## src/rtl/uart_tx_arbiter.sv

```systemverilog
// Shares one uart_tx between an RX echo path and an accelerator print stream.
// Echo bytes are held in a single-entry register. Ties are broken round-robin.
// An echoed CR can be followed by an LF, and no print byte is sent between them.
module uart_tx_arbiter #(
    parameter bit ECHO_CRLF   = 1'b1,
    parameter bit PRINT_FIRST = 1'b0
) (
    input  logic       clk,
    input  logic       rst,
    input  logic [7:0] echo_data,
    input  logic       echo_valid,
    input  logic [7:0] print_data,
    input  logic       print_valid,
    output logic       print_ready,
    output logic       tx_wr,
    output logic [7:0] tx_byte,
    input  logic       tx_active,
    input  logic       tx_done,
    output logic       busy,
    output logic       echo_overrun
);

    typedef enum logic [2:0] {
        StIdle,
        StIssue,
        StWait,
        StLfIssue,
        StLfWait
    } state_e;

    localparam logic [7:0] CharCr = 8'h0D;
    localparam logic [7:0] CharLf = 8'h0A;

    state_e     state_q, state_d;
    logic       echo_pend_q, echo_pend_d;
    logic [7:0] echo_buf_q, echo_buf_d;
    logic       echo_overrun_q, echo_overrun_d;
    // 1: print was granted last, 0: echo was granted last
    logic       last_grant_q, last_grant_d;
    logic [7:0] tx_byte_q, tx_byte_d;
    // The frame in flight is an echoed CR that still owes an LF
    logic       lf_due_q, lf_due_d;

    logic       grant_echo;
    logic       grant_print;

    // Arbitration: grant only from IDLE with the transmitter quiet
    always_comb begin
        grant_echo  = 1'b0;
        grant_print = 1'b0;
        if (state_q == StIdle && !tx_active && !rst) begin
            if (echo_pend_q && print_valid) begin
                // Round-robin: the side not served last wins the tie
                if (last_grant_q) begin
                    grant_echo = 1'b1;
                end else begin
                    grant_print = 1'b1;
                end
            end else if (echo_pend_q) begin
                grant_echo = 1'b1;
            end else if (print_valid) begin
                grant_print = 1'b1;
            end
        end
    end

    // Echo holding register; a strobe arriving while the slot is full is dropped
    always_comb begin
        echo_pend_d    = echo_pend_q;
        echo_buf_d     = echo_buf_q;
        echo_overrun_d = echo_overrun_q;
        if (echo_valid) begin
            // The slot frees up in the same cycle its byte is granted
            if (!echo_pend_q || grant_echo) begin
                echo_buf_d  = echo_data;
                echo_pend_d = 1'b1;
            end else begin
                echo_overrun_d = 1'b1;
            end
        end else if (grant_echo) begin
            echo_pend_d = 1'b0;
        end
    end

    // Frame sequencing FSM: next state, latched byte and round-robin bookkeeping
    always_comb begin
        state_d      = state_q;
        tx_byte_d    = tx_byte_q;
        last_grant_d = last_grant_q;
        lf_due_d     = lf_due_q;
        unique case (state_q)
            StIdle: begin
                if (grant_echo || grant_print) begin
                    state_d      = StIssue;
                    tx_byte_d    = grant_echo ? echo_buf_q : print_data;
                    last_grant_d = grant_print;
                    lf_due_d     = ECHO_CRLF && grant_echo && (echo_buf_q == CharCr);
                end
            end
            StIssue: begin
                state_d = StWait;
            end
            StWait: begin
                if (tx_done) begin
                    if (lf_due_q) begin
                        state_d   = StLfIssue;
                        tx_byte_d = CharLf;
                        lf_due_d  = 1'b0;
                    end else begin
                        state_d = StIdle;
                    end
                end
            end
            StLfIssue: begin
                state_d = StLfWait;
            end
            StLfWait: begin
                if (tx_done) begin
                    state_d = StIdle;
                end
            end
            default: begin
                state_d = StIdle;
            end
        endcase
    end

    // State registers with synchronous reset
    always_ff @(posedge clk) begin
        if (rst) begin
            state_q        <= StIdle;
            echo_pend_q    <= 1'b0;
            echo_buf_q     <= 8'h00;
            echo_overrun_q <= 1'b0;
            // Point "last" at the side that must lose the first tie
            last_grant_q   <= ~PRINT_FIRST;
            tx_byte_q      <= 8'h00;
            lf_due_q       <= 1'b0;
        end else begin
            state_q        <= state_d;
            echo_pend_q    <= echo_pend_d;
            echo_buf_q     <= echo_buf_d;
            echo_overrun_q <= echo_overrun_d;
            last_grant_q   <= last_grant_d;
            tx_byte_q      <= tx_byte_d;
            lf_due_q       <= lf_due_d;
        end
    end

    // Outputs; strobes are forced low while reset is asserted
    always_comb begin
        print_ready  = grant_print;
        tx_wr        = !rst && (state_q == StIssue || state_q == StLfIssue);
        tx_byte      = tx_byte_q;
        busy         = !rst && (state_q != StIdle || echo_pend_q || print_valid);
        echo_overrun = echo_overrun_q;
    end

endmodule

```

## config.mk

```make
export PLATFORM = sky130hd
export DESIGN_NAME = uart_tx_arbiter
export DESIGN_NICKNAME = d
export VERILOG_FILES = /design/src/rtl/uart_tx_arbiter.sv
export SDC_FILE = /design/constraint.sdc
export NUM_CORES = 1
export LEC_CHECK = 0
export ABC_AREA = 1
export BUFFER_PORTS_ARGS = -buffer_cell sky130_fd_sc_hd__buf_2
export CORE_ASPECT_RATIO = 1.1
export CORE_MARGIN = 2
export CORE_UTILIZATION = 51
export DETAILED_ROUTE_END_ITERATION = 8
export MAX_ROUTING_LAYER = met4
export PLACE_DENSITY = 0.89
export RECOVER_POWER = 25
export SYNTH_ARGS = -nofsm -noshare
export SYNTH_HDL_FRONTEND = slang
export SYNTH_SLANG_ARGS = --single-unit
```

## constraint.sdc

```tcl
create_clock -name clk -period 1.8 [get_ports clk]
set_input_delay 0.09 -clock clk [delete_from_list [all_inputs] [get_ports clk]]
set_output_delay 0.09 -clock clk [all_outputs]
set_load 0.01 [all_outputs]
```

# Word level (Yosys, flattened, before mapping)
# Index checks and enable logic that the tools add are counted.
op_classes:
  n_addsub: 0
  mul: 0
  n_div: 0
  order_cmp: 0
  n_eq_ne: 10
  shift: 0
  n_mux: 25
  bitwise: 1
  reduce_logical: 25
op_table:
  columns: ["op", "count"]
  rows:
  - ["$mux 8", 4]
  - ["$pmux 8 s2", 1]
  - ["$pmux 3 s5", 1]
  - ["$mux 1", 14]
  - ["$mux 3", 3]
  - ["$eq 8x4->1 const B", 1]
  - ["$reduce_and 2->1", 4]
  - ["$eq 3x2->1 const B", 2]
  - ["$logic_and 1x1->1", 6]
  - ["$ne 2x2->1 const B", 3]
  - ["$reduce_and 3->1", 2]
  - ["$logic_or 1x1->1", 5]
  - ["$ne 2x1->1 const B", 2]
  - ["$reduce_and 4->1", 1]
  - ["$reduce_bool 2->1", 2]
  - ["$eq 3x1->1 const B", 1]
  - ["$eq 3x3->1 const B", 1]
  - ["$logic_not 1->1", 3]
  - ["$logic_not 3->1", 1]
  - ["$reduce_bool 3->1", 1]
  - ["$mux 2", 1]
  - ["$pmux 1 s2", 1]
  - ["$not 1->1", 1]
totals:
  register_bits: 23
  latchBits: 0
  ramBits: 0
  romBits: 0
  input_bits: 22
  out_inout_bits: 12
  wordCells: 68
  n_memories: 0

# Longest topological paths before layout
# Gate-level depths: netlist of the first run.
logic_depth:
  word_depth: 7
  ltp_mapped: 10
  mapped_depth_nobuf: 10

# Least setup slack after synthesis of the first run
# OpenSTA, ideal clock, no wires.
synth_path:
  path_kind: "flip-flop to flip-flop"
  startpoint: "register state_q[2]"
  endpoint: "register echo_overrun_q, in the netlist echo_overrun"
  setup_time_ps: 115
  arrival_ps: 1159
  required_ps: 1685
  slack_ps: 526
  stages_incl_launch_ff: 8
  path_buffers: 0
  synth_period_minus_slack_ps: 1274
  cell_sequence: "dfxtp_1 nor2_2 nand2_2 nor2_8 nand2_4 nand2_2 nor2_1 o21a_1"
synth_between:
  elab_chain_len: 7
synth_lines:
  columns: ["element", "line", "rtl"]
  rows:
  - ["start: declaration", "34", "state_e state_q, state_d;"]
  - ["start signal: assignment", "131", "state_q <= StIdle;"]
  - ["start signal: assignment", "140", "state_q <= state_d;"]
  - ["$logic_not 3->1", "51", "if (state_q == StIdle && !tx_active && !rst) begin"]
  - ["$logic_and 1x1->1 (2 in series)", "51", null]
  - ["$mux 1", "51", null]
  - ["$logic_or 1x1->1", "74", "if (!echo_pend_q || grant_echo) begin"]
  - ["$not 1->1 (no source line)", null, null]
  - ["$reduce_and 2->1 (no source line)", null, null]
  - ["end signal: assignment", "143", "echo_overrun_q <= echo_overrun_d;"]
  - ["end: declaration", "37", "logic echo_overrun_q, echo_overrun_d;"]
# No other way between the ends.
# A chain may end at the register's enable or synchronous reset.

# Final worst setup path of the first run
layout_path:
  startpoint: "register state_q[2]"
  endpoint: "output port print_ready"
layout_between:
  elab_chain_len: 4
layout_lines:
  columns: ["element", "line", "rtl"]
  rows:
  - ["$logic_not 3->1", "51", null]
  - ["$logic_and 1x1->1 (2 in series)", "51", null]
  - ["$mux 1", "51", null]
  - ["end: declaration", "14", "output logic print_ready,"]
# No other way between the ends.

==> impl_results.md, run 1 <==
* Worst Setup End Kind: primary output
* Status: complete, no violations
* Drt drc at 0
* Worst min path class: input pin to flop
* Clock network fraction of total power at between 20% and 30%
* Syn avg cell area at roughly 6.5 µm²
* Pin count of the biggest net entering global routing at 16
* Max-Cap Viols at 0
* Final Hold Vio Count at 0
* Ant. Diodes at 0
* Max VDD drop at slightly above 500 µV
* Final Critical Period at 1510 ps
* Post CTS Setup Buffer Count at 0
* Seq/Total Area, Yosys at between 30% and 40%
* CTS tree: yes
* Vias in the first global route at slightly above 1000
* Cts hold-fix bufs at 0
* Top-area cell type share of the netlist area at between 30% and 40%
* Skew-Pair Late Insertion Delay at slightly above 300 ps
* Iter 0 DRT Violations at 26
* Final WL at 2550 µm
* Via density at ~4.9
* Maximum fanout along the worst path at 8
* Die width at about 50 µm
* Vias at 1222
* Max transition margin at 68.7%
* First-pass GRT wire length at around 4300 µm
* Worst Setup Start Kind: flop
* Lkg Pwr at roughly 0.73 nW
* Final setup skew at approximately 2.5 ps
* Clk pin slew, worst setup/hold paths at roughly 120 ps
* Net switching power at approximately 0.33 mW
* Setup tns final at 0 ps
* Combinational Power Share at 23.4%
* Die ar. at ~2800 µm²
* Routed len/inst at just over 10 µm
* # nets final at between 200 and 250
* Syn_nets at around 210
* Placed insts at roughly 250
* Actual slew at the worst max-slew pin at ~470 ps
* #FFs+latches synth at 23
* Switching share of power at between 30% and 40%
* Synth Warn # at 0
* GRT overflow at 0
* FMAX at about 0.66 GHz
* Number of clock sinks at 23
* Final Cell Area at ~1400 µm²
* Initial antenna violation count at 0
* Site Rows at 18
* Setup violations, final at 0
* Post-DRT Antenna Nets at 0
* Starting Density at a little over half
* Fin crit share at 84.1%
* Drt pass-1 iters at 4
* # resized after CTS at 0
* Final Power at approximately 1.1 mW
* Critical path class: flop to primary output
* RSZ-0062 raised after global routing: no
* PortBufs at 33
* Non-Filler Instances at ~250
* Setup slack, reg-to-reg at about 370 ps
* Fillcell total at about 220
* Crit path DAT at roughly 1400 ps
* Cell Area, Synth at 1210 µm²
* Post-synth top area cell: dfxtp_1
* Clock root buffer master: clkbuf_4
* CTS Buf Count at 3
* Distinct cell type count after synthesis at 21
* Internal power at roughly 0.73 mW
* Pins over their slew limit at 0
* Synth area leaders: dfxtp_1, nand2_1, nor2_1, inv_1, nand3_1
* Die height at ~55 µm
* Power per cell area at 749 nW/µm²
* # IOs at 34
* GRT Total Usage at a little over a fifth
* CP required at roughly 1700 ps
* Sequential share of power at around 54%
* H-tree levels at 1
* Clock tree buffer depth at 2
* Layout cells sized above 1 at between 10% and 20%
* DP Area at roughly 1400 µm²
* Syn-to-layout area delta at 17.3%
* Final GP Congestion at 0.895
* CORE AREA at ~2300 µm²
* Post-DP HPWL at between 1500 and 2000 µm
* Post-Synthesis Cells at 185
## sequential cells by signal, summed over array words and instances, names as in the netlist
signal,count
echo_buf_q,8
tx_byte,8
state_q,3
echo_overrun,1
echo_pend_q,1
last_grant_q,1
lf_due_q,1
## metal layers
| layer | share of wire [%] | vias up | global-route usage (%) | routed length, µm |
|---|---|---|---|---|
| met4 | 1.5 | 0 | 9.01 | 37 |
| met5 | 0 | - | - | 0 |
| li1 | - | 642 | - | - |
| met3 | 6.4 | 4 | 3.49 | 163 |
| met1 | 42 | 536 | 23.8 | 1060 |
| met2 | 50 | 40 | 37.5 | 1290 |
## power groups by stage
stage | Clock (mW) | Sequential [mW] | Combinational, mW
final | 0.238 | 0.576 | 0.248
after global routing | 0.261 | 0.580 | 0.287
after CTS | 0.237 | 0.575 | 0.253
after detailed placement | 0 | 0.587 | 0.250
after global placement | 0 | 0.586 | 0.247
after floorplan | 0 | 0.592 | 0.171
## cell usage after synthesis
| cell type | instances |
|---|---|
| nor3_1 | 2 |
| nor2_2 | 1 |
| nand3b_1 | 8 |
| nor2_1 | 33 |
| nand3_2 | 1 |
| clkbuf_1 | 2 |
| a21oi_1 | 8 |
| nand2_2 | 2 |
| nand2_1 | 46 |
| dfxtp_1 | 23 |
| nand3_1 | 20 |
| nand2_4 | 2 |
| o21ai_0 | 1 |
| o21a_1 | 1 |
| buf_1 | 1 |
| a21oi_4 | 1 |
| nand4_1 | 1 |
| nor2_8 | 1 |
| nor4_1 | 1 |
| o21ai_2 | 1 |
| inv_1 | 29 |
## final timing paths
| kind | end | start | depth (start not counted) |
|---|---|---|---|
| hold reg to reg | echo_overrun$_SDFFE_PP0P_ | echo_overrun$_SDFFE_PP0P_ | 1 |
| hold / removal | echo_buf_q[0]$_SDFFE_PP0P_ | echo_data[0] | 4 |
| setup / recovery | print_ready | state_q[2]$_SDFFE_PP0P_ | 6 |
| setup reg to reg | echo_buf_q[2]$_SDFFE_PP0P_ | echo_pend_q$_SDFFE_PP0P_ | 7 |
## logic make-up (layout without fill, tap and decap cells)
| family | after synthesis | after routing | share of synthesized area (%) |
|---|---|---|---|
| DFF | 23 | 23 | 38.1 |
| buffers and inverters | 32 | 66 | 9.94 |
| and+or+nand+nor | 118 | 118 | 45.6 |
| AOI/OAI and AO/OA | 12 | 12 | 6.42 |
## placed cells by master (no fill, tap or decap)
| cell | count |
|---|---|
| clkbuf_1 | 8 |
| o21a_1 | 1 |
| o21ai_0 | 1 |
| nor2_2 | 1 |
| nor2_8 | 1 |
| a21oi_1 | 8 |
| nand3_2 | 1 |
| inv_1 | 29 |
| nand4_1 | 1 |
| a21oi_4 | 1 |
| nor2_1 | 33 |
| nor3_1 | 2 |
| dfxtp_1 | 23 |
| buf_2 | 26 |
| nand2_1 | 46 |
| clkbuf_4 | 3 |
| nand3_1 | 20 |
| nand2_2 | 2 |
| nor4_1 | 1 |
| nand2_4 | 2 |
| nand3b_1 | 8 |
| o21ai_2 | 1 |
## per-stage QoR
stage / worst slack [ps] / hold slack, ps / util [%]
2_1_floorplan: 526 / 269 / -
3_3_place_gp: 402 / 390 / 62.2
3_5_place_dp: 388 / 400 / 62.2
4_1_cts: 280 / 79.1 / 63.3
5_1_grt: 91.9 / 82.8 / 62.9
6_report: 287 / 70.9 / 62.9
## worst max-delay path, stage by stage (launching register included)
cell	delay, ps
dfxtp_1	360
nor2_2	160
nand2_2	130
nor2_8	160
nand3_1	120
inv_1	60
buf_2	120
## layout make-up
| cell class | instances | area [µm²] | share of cell area (%) |
|---|---|---|---|
| repair buffers | 33 | 156 | 11.0 |
| well taps | 30 | 37.5 | 2.65 |
| multi-input cells | 130 | 628 | 44.3 |
| inverters | 29 | 109 | 7.68 |
| clock buffers | 4 | 26.3 | 1.85 |
| flip-flops and latches | 23 | 460 | 32.5 |
Power figures use the tool's default switching activity.
==> run 2, diff against run 1 <==
--- a/config.mk
+++ b/config.mk
@@ -5,14 +5,14 @@
 export SDC_FILE = /design/constraint.sdc
 export NUM_CORES = 1
 export LEC_CHECK = 0
-export ABC_AREA = 1
+export ABC_AREA = 0
 export BUFFER_PORTS_ARGS = -buffer_cell sky130_fd_sc_hd__buf_2
 export CORE_ASPECT_RATIO = 1.1
 export CORE_MARGIN = 2
-export CORE_UTILIZATION = 51
+export CORE_UTILIZATION = 45
 export DETAILED_ROUTE_END_ITERATION = 8
 export MAX_ROUTING_LAYER = met4
-export PLACE_DENSITY = 0.89
+export PLACE_DENSITY = 0.85
 export RECOVER_POWER = 25
 export SYNTH_ARGS = -nofsm -noshare
 export SYNTH_HDL_FRONTEND = slang
==> constraint.sdc (replaced) <==
create_clock -name clk -period 1.3 [get_ports clk]
set_input_delay 0.065 -clock clk [delete_from_list [all_inputs] [get_ports clk]]
set_output_delay 0.065 -clock clk [all_outputs]
set_load 0.01 [all_outputs]
==> impl_results.md, run 2 <==
* Post-Synthesis Cells at 127 (was 185)
* Crit path cell chain: or4_4 -> or3_4 -> and2_4 -> a221oi_2 (was nor2_2 -> nand2_2 -> nor2_8 -> nand3_1 -> inv_1 -> buf_2)
* M1 WL at 1260 µm (was 1060 µm)
* Synth area leaders: dfxtp_1, mux2i_1, and3_1, a21oi_1, nor2_1 (was dfxtp_1, nand2_1, nor2_1, inv_1, nand3_1)
* Xor-xnor portion of the synthesized cell area at 0% (unchanged)
* Vias in the first global route at 1192 (was 1022)
* Compound-Gate Fraction of Synth Area at 21.3% (was 6.42%)
* Drt drc at 0 (unchanged)
* Post-DP HPWL at 2150 µm (was 1980 µm)
* RSZ-0062 raised after global routing: yes (was no)
* Async SR Flop Fraction at 0% (unchanged)
* Seq/Total Area, Yosys at 41.5% (was 38.1%)
* H-tree levels at 1 (unchanged)
* Cell family with most CP delay: simple AND/OR/NAND/NOR gates (unchanged)
* Critical path class: flop to flop (was flop to primary output)
* Post-DRT Antenna Nets at 0 (unchanged)
* Routed len/inst at 15.5 µm (was 10.2 µm)
* Maximum fanout along the worst path at 3 (was 8)
* Post-synth top area cell: dfxtp_1 (unchanged)
* Vias at 1245 (was 1222)
* Placed insts at 200 (was 245)
* Die height at 56.1 µm (was 55.1 µm)
* CTS Buf Count at 3 (unchanged)
* Worst Setup Start Kind: flop (unchanged)
* Buf/Inv on CP at 0 (was 2)
* Max-Cap Viols at 0 (unchanged)
* Ant. Diodes at 0 (unchanged)
* Commonest non-fill, non-tap cell in the layout: buf_2 (was nand2_1)
* Worst Setup End Kind: flop (was primary output)
* Max VDD drop at 817 µV (was 512 µV)
* Crit path DAT at 1940 ps (was 1420 ps)
* #FFs+latches synth at 23 (unchanged)
* Final Cell Area at 1680 µm² (was 1420 µm²)
* Met3 wire len at 213 µm (was 163 µm)
* Sequential share of power at 52.1% (was 54.3%)
* Lkg Pwr at 0.768 nW (was 0.730 nW)
* Power per cell area at 881 nW/µm² (was 749 nW/µm²)
* # IOs at 34 (unchanged)
* Number of clock sinks at 23 (unchanged)
* CORE AREA at 2300 µm² (was 2250 µm²)
* Final setup margin at -382 ps (was 287 ps)
* Layout cells sized above 1 at 43.2% (was 17.4%)
* Status: finished, violations left (was complete, no violations)
* CTS tree: yes (unchanged)
* Initial antenna violation count at 0 (unchanged)
* Net switching power at 0.441 mW (was 0.331 mW)
* Max transition margin at 76.8% (was 68.7%)
* GRT Total Usage at 24.8% (was 21.0%)
* Pin count of the biggest net entering global routing at 27 (was 16)
* Mux cell area share after synthesis at 9.03% (was 0%)
* Post-synth top flop: dfxtp_1 (unchanged)
* Most common cell in the synthesized netlist: dfxtp_1 (was nand2_1)
* Final GP Congestion at 0.910 (was 0.895)
* Top-area cell type share of the netlist area at 41.5% (was 38.1%)
* Non-Filler Instances at 220 (was 249)
* Clk pin slew, worst setup/hold paths at 140 ps (was 120 ps)
* Setup violations, final at 22 (was 0)
* Clock root buffer master: clkbuf_4 (unchanged)
* Worst min path class: input pin to flop (unchanged)
* Actual slew at the worst max-slew pin at 344 ps (was 468 ps)
* DP Area at 1410 µm² (was 1400 µm²)
* Starting Density at 48.3% (was 53.7%)
* Pins over their slew limit at 0 (unchanged)
* Syn_nets at 149 (was 207)
* Crit-path max cell delay at 520 ps (was 360 ps)
* Synth Warn # at 0 (unchanged)
* Clock network fraction of total power at 24.4% (was 22.4%)
* Internal power at 1.04 mW (was 0.730 mW)
* Site Rows at 18 (unchanged)
* WHS at -2.43 ps (was 70.9 ps)
* Syn avg cell area at 8.73 µm² (was 6.53 µm²)
* Simple-Gate Fraction of Synth Area at 22.9% (was 45.5%)
* # nets final at 213 (was 242)
* Worst path slowest cell: or4_4 (was dfxtp_1)
* First-pass GRT wire length at 5310 µm (was 4250 µm)
* CP required at 1560 ps (was 1710 ps)
* Syn-to-layout area delta at 51.6% (was 17.3%)
* PortBufs at 33 (unchanged)
* Most common library cells after synthesis: dfxtp_1, nor2_1, a21oi_1, mux2i_1, and3_1 (was nand2_1, nor2_1, inv_1, dfxtp_1, nand3_1)
* Final Hold Vio Count at 1 (was 0)
* Iter 0 DRT Violations at 50 (was 26)
* Failing checks: negative hold slack, negative setup slack
* Combinational Power Share at 23.5% (was 23.4%)
* Skew-Pair Late Insertion Delay at 330 ps (was 310 ps)
* Final Power at 1.48 mW (was 1.06 mW)
* FMAX at 0.595 GHz
* Synth Area in Adders at 0% (unchanged)
* Final WL at 3420 µm (was 2550 µm)
* Distinct cell type count after synthesis at 31 (was 21)
* Commonest non-fill, non-tap cells in the layout: buf_2, dfxtp_1, buf_4 (was nand2_1, nor2_1, inv_1)
* Fin crit share at 129%
* Final Util at 73.1% (was 62.9%)
* Largest family of logic cells by synthesized area: simple AND/OR/NAND/NOR gates (unchanged)
* Final setup skew at 6.59 ps (was 2.46 ps)
* Drt pass-1 iters at 5 (was 4)
* Met2 Wirelength at 1830 µm (was 1290 µm)
* Via density at 5.66 (was 4.91)
* Post-synth EDFFs at 0 (unchanged)
* Highest routed layer: met4 (unchanged)
* GRT overflow at 0 (unchanged)
* Cell Area, Synth at 1110 µm² (was 1210 µm²)
* Die ar. at 2880 µm² (was 2780 µm²)
* Die width at 51.3 µm (was 50.4 µm)
* Switching share of power at 29.8% (was 31.2%)
* Clock tree buffer depth at 2 (unchanged)
* Final Critical Period at around 1700 ps
-- run 2: cell count changes after synthesis, moves of 3 or more --
cell	delta
and3_1	+9
inv_1	-24
o21ai_0	+5
nand3b_1	-8
a211oi_1	+3
a21oi_1	+3
mux2i_1	+10
a21boi_0	+6
nand2_1	-44
or3_1	+3
nor2_1	-19
nand3_1	-12
clkbuf_1	+3
-- run 2: cell type report --
| type | instances | area [µm²] |
|---|---|---|
| fill | 166 | 617 |
| clock inverter | 1 | 5.00 |
| tap | 30 | 37.5 |
| clock buffer | 3 | 22.5 |
| multi-input combinational | 91 | 671 |
| timing repair buffer | 67 | 459 |
| sequential | 23 | 467 |
| inverter | 5 | 18.8 |
-- run 2: cell families after synthesis --
family                 after synthesis
AND/OR/NAND/NOR                     47
AO/OA/AOI/OAI                       34
flip-flops                          23
buffers and inverters               13
multiplexers                        10
-- run 2: worst paths after layout --
| kind | startpoint | end | slack (ps) | cells after the start |
|---|---|---|---|---|
| worst min register to register | tx_byte[7]$_SDFFE_PP0P_ | tx_byte[7]$_SDFFE_PP0P_ | 470 | 2 |
| worst max register to register | state_q[2]$_SDFFE_PP0P_ | tx_byte[3]$_SDFFE_PP0P_ | -380 | 4 |
| worst min-delay path | echo_data[6] | echo_buf_q[6]$_SDFFE_PP0P_ | -2 | 3 |
| worst max-delay path | state_q[2]$_SDFFE_PP0P_ | tx_byte[3]$_SDFFE_PP0P_ | -380 | 4 |
-- run 2: power by group through the flow --
| stage | clock network, mW | logic [mW] | registers [mW] |
|---|---|---|---|
| after floorplan | 0 | 0.156 | 0.784 |
| after global routing | 0.382 | 0.376 | 0.777 |
| final | 0.361 | 0.347 | 0.771 |
| after global placement | 0 | 0.264 | 0.779 |
| after CTS | 0.356 | 0.320 | 0.770 |
| after detailed placement | 0 | 0.275 | 0.784 |
-- run 2: what timing repair did --
item | CTS | global route
setup endpoints to repair | 23 | 25
pin swaps | 7 | 5
hold buffers | 8 | 0
buffers inserted | 5 | 5
hold endpoints to repair | 8 | 0
gates resized for setup | 13 | 13
-- run 2: worst min-delay path: cells and delay by family --
family        cells  cell delay, ps
simple gates      1             100
buf+inv           1              70
mux               1              50
-- run 2: metal layers --
layer / vias up / GRT usage (%)
met3: 17 / 3.76
met5: - / -
li1: 590 / -
met2: 63 / 44.0
met1: 575 / 27.4
met4: 0 / 9.40
-- run 2: through the flow --
stage               TNS [ps]  setup WS [ps]
detailed placement     -4690           -354
floorplan              -4350           -448
global placement       -4520           -320
CTS                    -4510           -352
finish                 -5540           -382
global route           -6850           -412
==> run 3, diff against run 2 <==
--- a/config.mk
+++ b/config.mk
@@ -11,6 +11,7 @@
 export CORE_MARGIN = 2
 export CORE_UTILIZATION = 45
 export DETAILED_ROUTE_END_ITERATION = 8
+export GPL_TIMING_DRIVEN = 0
 export MAX_ROUTING_LAYER = met4
 export PLACE_DENSITY = 0.85
 export RECOVER_POWER = 25
==> impl_results.md, run 3 (synthesis results as in run 2) <==
* Final setup margin at -457 ps (was -382 ps)
* Pins over their slew limit at 0 (unchanged)
* RSZ-0062 raised after global routing: yes (unchanged)
* Placement Setup Slack at -523 ps (was -354 ps)
* Crit path cell chain: or4_4 -> or3_4 -> and2_4 -> a221oi_2 (unchanged)
* Die height at 56.1 µm (unchanged)
* Skew-Pair Late Insertion Delay at 320 ps (was 330 ps)
* Final GP Congestion at 0.824 (was 0.910)
* CTS tree: yes (unchanged)
* Max-Cap Viols at 0 (unchanged)
* Max transition margin at 68.3% (was 76.8%)
* Status: finished, violations left (unchanged)
* Hold path depth at 3 (unchanged)
* Post-DRT Antenna Nets at 0 (unchanged)
* Met1 Usage GRT at 23.9% (was 27.4%)
* Worst min path class: input pin to flop (unchanged)
* Worst r2r src: state_q[2]$_SDFFE_PP0P_ (unchanged)
* Actual slew at the worst max-slew pin at 475 ps (was 344 ps)
* Die ar. at 2880 µm² (unchanged)
* Layout cells sized above 1 at 33.7% (was 43.2%)
* Crit path DAT at 2000 ps (was 1940 ps)
* Final Util at 65.1% (was 73.1%)
* Pin count of the biggest net entering global routing at 13 (was 27)
* Drt drc at 0 (unchanged)
* Maximum fanout along the worst path at 3 (unchanged)
* Fin crit share at 135% (was 129%)
* CP required at 1540 ps (was 1560 ps)
* Setup slack, reg-to-reg at -460 ps (was -380 ps)
* H-tree levels at 1 (unchanged)
* GRT overflow at 0 (unchanged)
* Crit-path max cell delay at 520 ps (about the same)
* Vias in the first global route at 1063 (was 1192)
* Final WL at 2730 µm (was 3420 µm)
* PortBufs at 33 (unchanged)
* Via density at 5.54 (was 5.66)
* Syn-to-layout area delta at 34.9% (was 51.6%)
* Initial antenna violation count at 0 (unchanged)
* Drt pass-1 iters at 4 (was 5)
* Clk pin slew, worst setup/hold paths at 120 ps (was 140 ps)
* Final Cell Area at 1500 µm² (was 1680 µm²)
* Worst Setup Start Kind: flop (unchanged)
* Worst R2R Path Depth at 4 (unchanged)
* Site Rows at 18 (unchanged)
* GRT met3 Usage at 1.61% (was 3.76%)
* CORE AREA at 2300 µm² (unchanged)
* Setup violations, final at 21 (was 22)
* Cell family with most CP delay: simple AND/OR/NAND/NOR gates (unchanged)
* Starting Density at 48.3% (unchanged)
* Critical path class: flop to flop (unchanged)
* Clock root buffer master: clkbuf_4 (unchanged)
* Worst path slowest cell: or4_4 (unchanged)
* Vias at 1136 (was 1245)
* Global route hottest layer: met2 (unchanged)
* DP Area at 1320 µm² (was 1410 µm²)
* Iter 0 DRT Violations at 54 (was 50)
* WHS at 9.64 ps (was -2.43 ps)
* Clock tree buffer depth at 2 (unchanged)
* CTS Buf Count at 3 (unchanged)
* Max VDD drop at 739 µV (was 817 µV)
* # IOs at 34 (unchanged)
* GRT Total Usage at 20.7% (was 24.8%)
* Buf/Inv on CP at 0 (unchanged)
* Final Critical Period at 1760 ps (was 1680 ps)
* Min-delay src: echo_data[6] (unchanged)
* Final setup skew at 6.66 ps (was 6.59 ps)
* Commonest non-fill, non-tap cell in the layout: buf_2 (unchanged)
* Worst R2R End: tx_byte[3]$_SDFFE_PP0P_ (unchanged)
* Lkg Pwr at 0.663 nW (was 0.768 nW)
* Final Hold Vio Count at 0 (was 1)
* Failing checks: negative setup slack (was negative hold slack, negative setup slack)
* Hold endpoint: echo_buf_q[6]$_SDFFE_PP0P_ (unchanged)
* Met2 Track Usage GR at 36.0% (was 44.0%)
* # nets final at 198 (was 213)
* Ant. Diodes at 0 (unchanged)
* Post-DP HPWL at 1990 µm (was 2150 µm)
* Number of clock sinks at 23 (unchanged)
* Worst Setup End Kind: flop (unchanged)
* FMAX at 0.569 GHz (was 0.595 GHz)
* Power per cell area at 926 nW/µm² (was 881 nW/µm²)
* Routed len/inst at 13.3 µm (was 15.5 µm)
* First-pass GRT wire length at 4480 µm (was 5310 µm)
* Fillcell total at 207 (was 166)
* Die width at 51.3 µm (unchanged)
* Commonest non-fill, non-tap cells in the layout: buf_2, dfxtp_1, a21oi_1, nor2_1, mux2i_1 (was buf_2, dfxtp_1, buf_4)
-- run 3: cell types whose count changed in the layout (fill, tap and decap cells not counted), sizes merged --
cell         before  now
buf              56   38
clkinv            1    0
dlygate4sd3       8    7
clkbuf            6   11
-- run 3: how the worst max path moves through the flow --
stage | start | endpoint | slack [ps] | cells after the start
after global routing | state_q[2]$_SDFFE_PP0P_ | tx_byte[3]$_SDFFE_PP0P_ | -490 | 4
final | state_q[2]$_SDFFE_PP0P_ | tx_byte[3]$_SDFFE_PP0P_ | -460 | 4
after floorplan | state_q[2]$_SDFFE_PP0P_ | tx_byte[1]$_SDFFE_PP0P_ | -450 | 5
after global placement | state_q[2]$_SDFFE_PP0P_ | tx_byte[1]$_SDFFE_PP0P_ | -490 | 5
after detailed placement | state_q[2]$_SDFFE_PP0P_ | tx_byte[3]$_SDFFE_PP0P_ | -520 | 5
after CTS | state_q[2]$_SDFFE_PP0P_ | tx_byte[3]$_SDFFE_PP0P_ | -420 | 4
-- run 3: timing repair --
item | 4_1_cts | 5_1_grt
endpoints found under the setup margin | 23 | 23
hold buffers | 7 | 0
hold endpoints to repair | 7 | 0
gates resized for setup | 12 | 8
setup buffers | 6 | 1
pin swaps | 7 | 1
-- run 3: final cells by class --
cell class	instances	area, µm²	share of cell area, %
plain buffers	5	18.8	1.26
well taps	30	37.5	2.51
multi-input cells	91	639	42.8
inverters	5	18.8	1.26
clock buffers	4	26.3	1.76
flip-flops and latches	23	470	31.5
repair buffers	47	284	19.0
-- run 3: where the power goes --
group | total (mW) | internal [mW] | switching [mW]
combinational | 0.278 | 0.139 | 0.138
clock | 0.333 | 0.120 | 0.213
sequential | 0.774 | 0.740 | 0.0339
-- run 3: metrics by stage --
step / power (mW) / instances / TNS, ps
floorplan: 0.940 / 127 / -4350
global placement: 1.02 / 190 / -6640
detailed placement: 1.03 / 190 / -7400
CTS: 1.38 / 204 / -6250
global route: 1.46 / 205 / -8150
finish: 1.38 / 205 / -6710
-- run 3: worst reg2reg max path: stages, from the launching register on --
cell and delay [ps]:
dfxtp_4 370, or4_4 520, or3_4 390, and2_4 150, a221oi_2 250
-- run 3: routing by layer --
layer / up-vias / wire length (µm)
met5: - / 0
met4: 0 / 74
met3: 11 / 134
met2: 52 / 1400
met1: 511 / 1130
li1: 562 / -
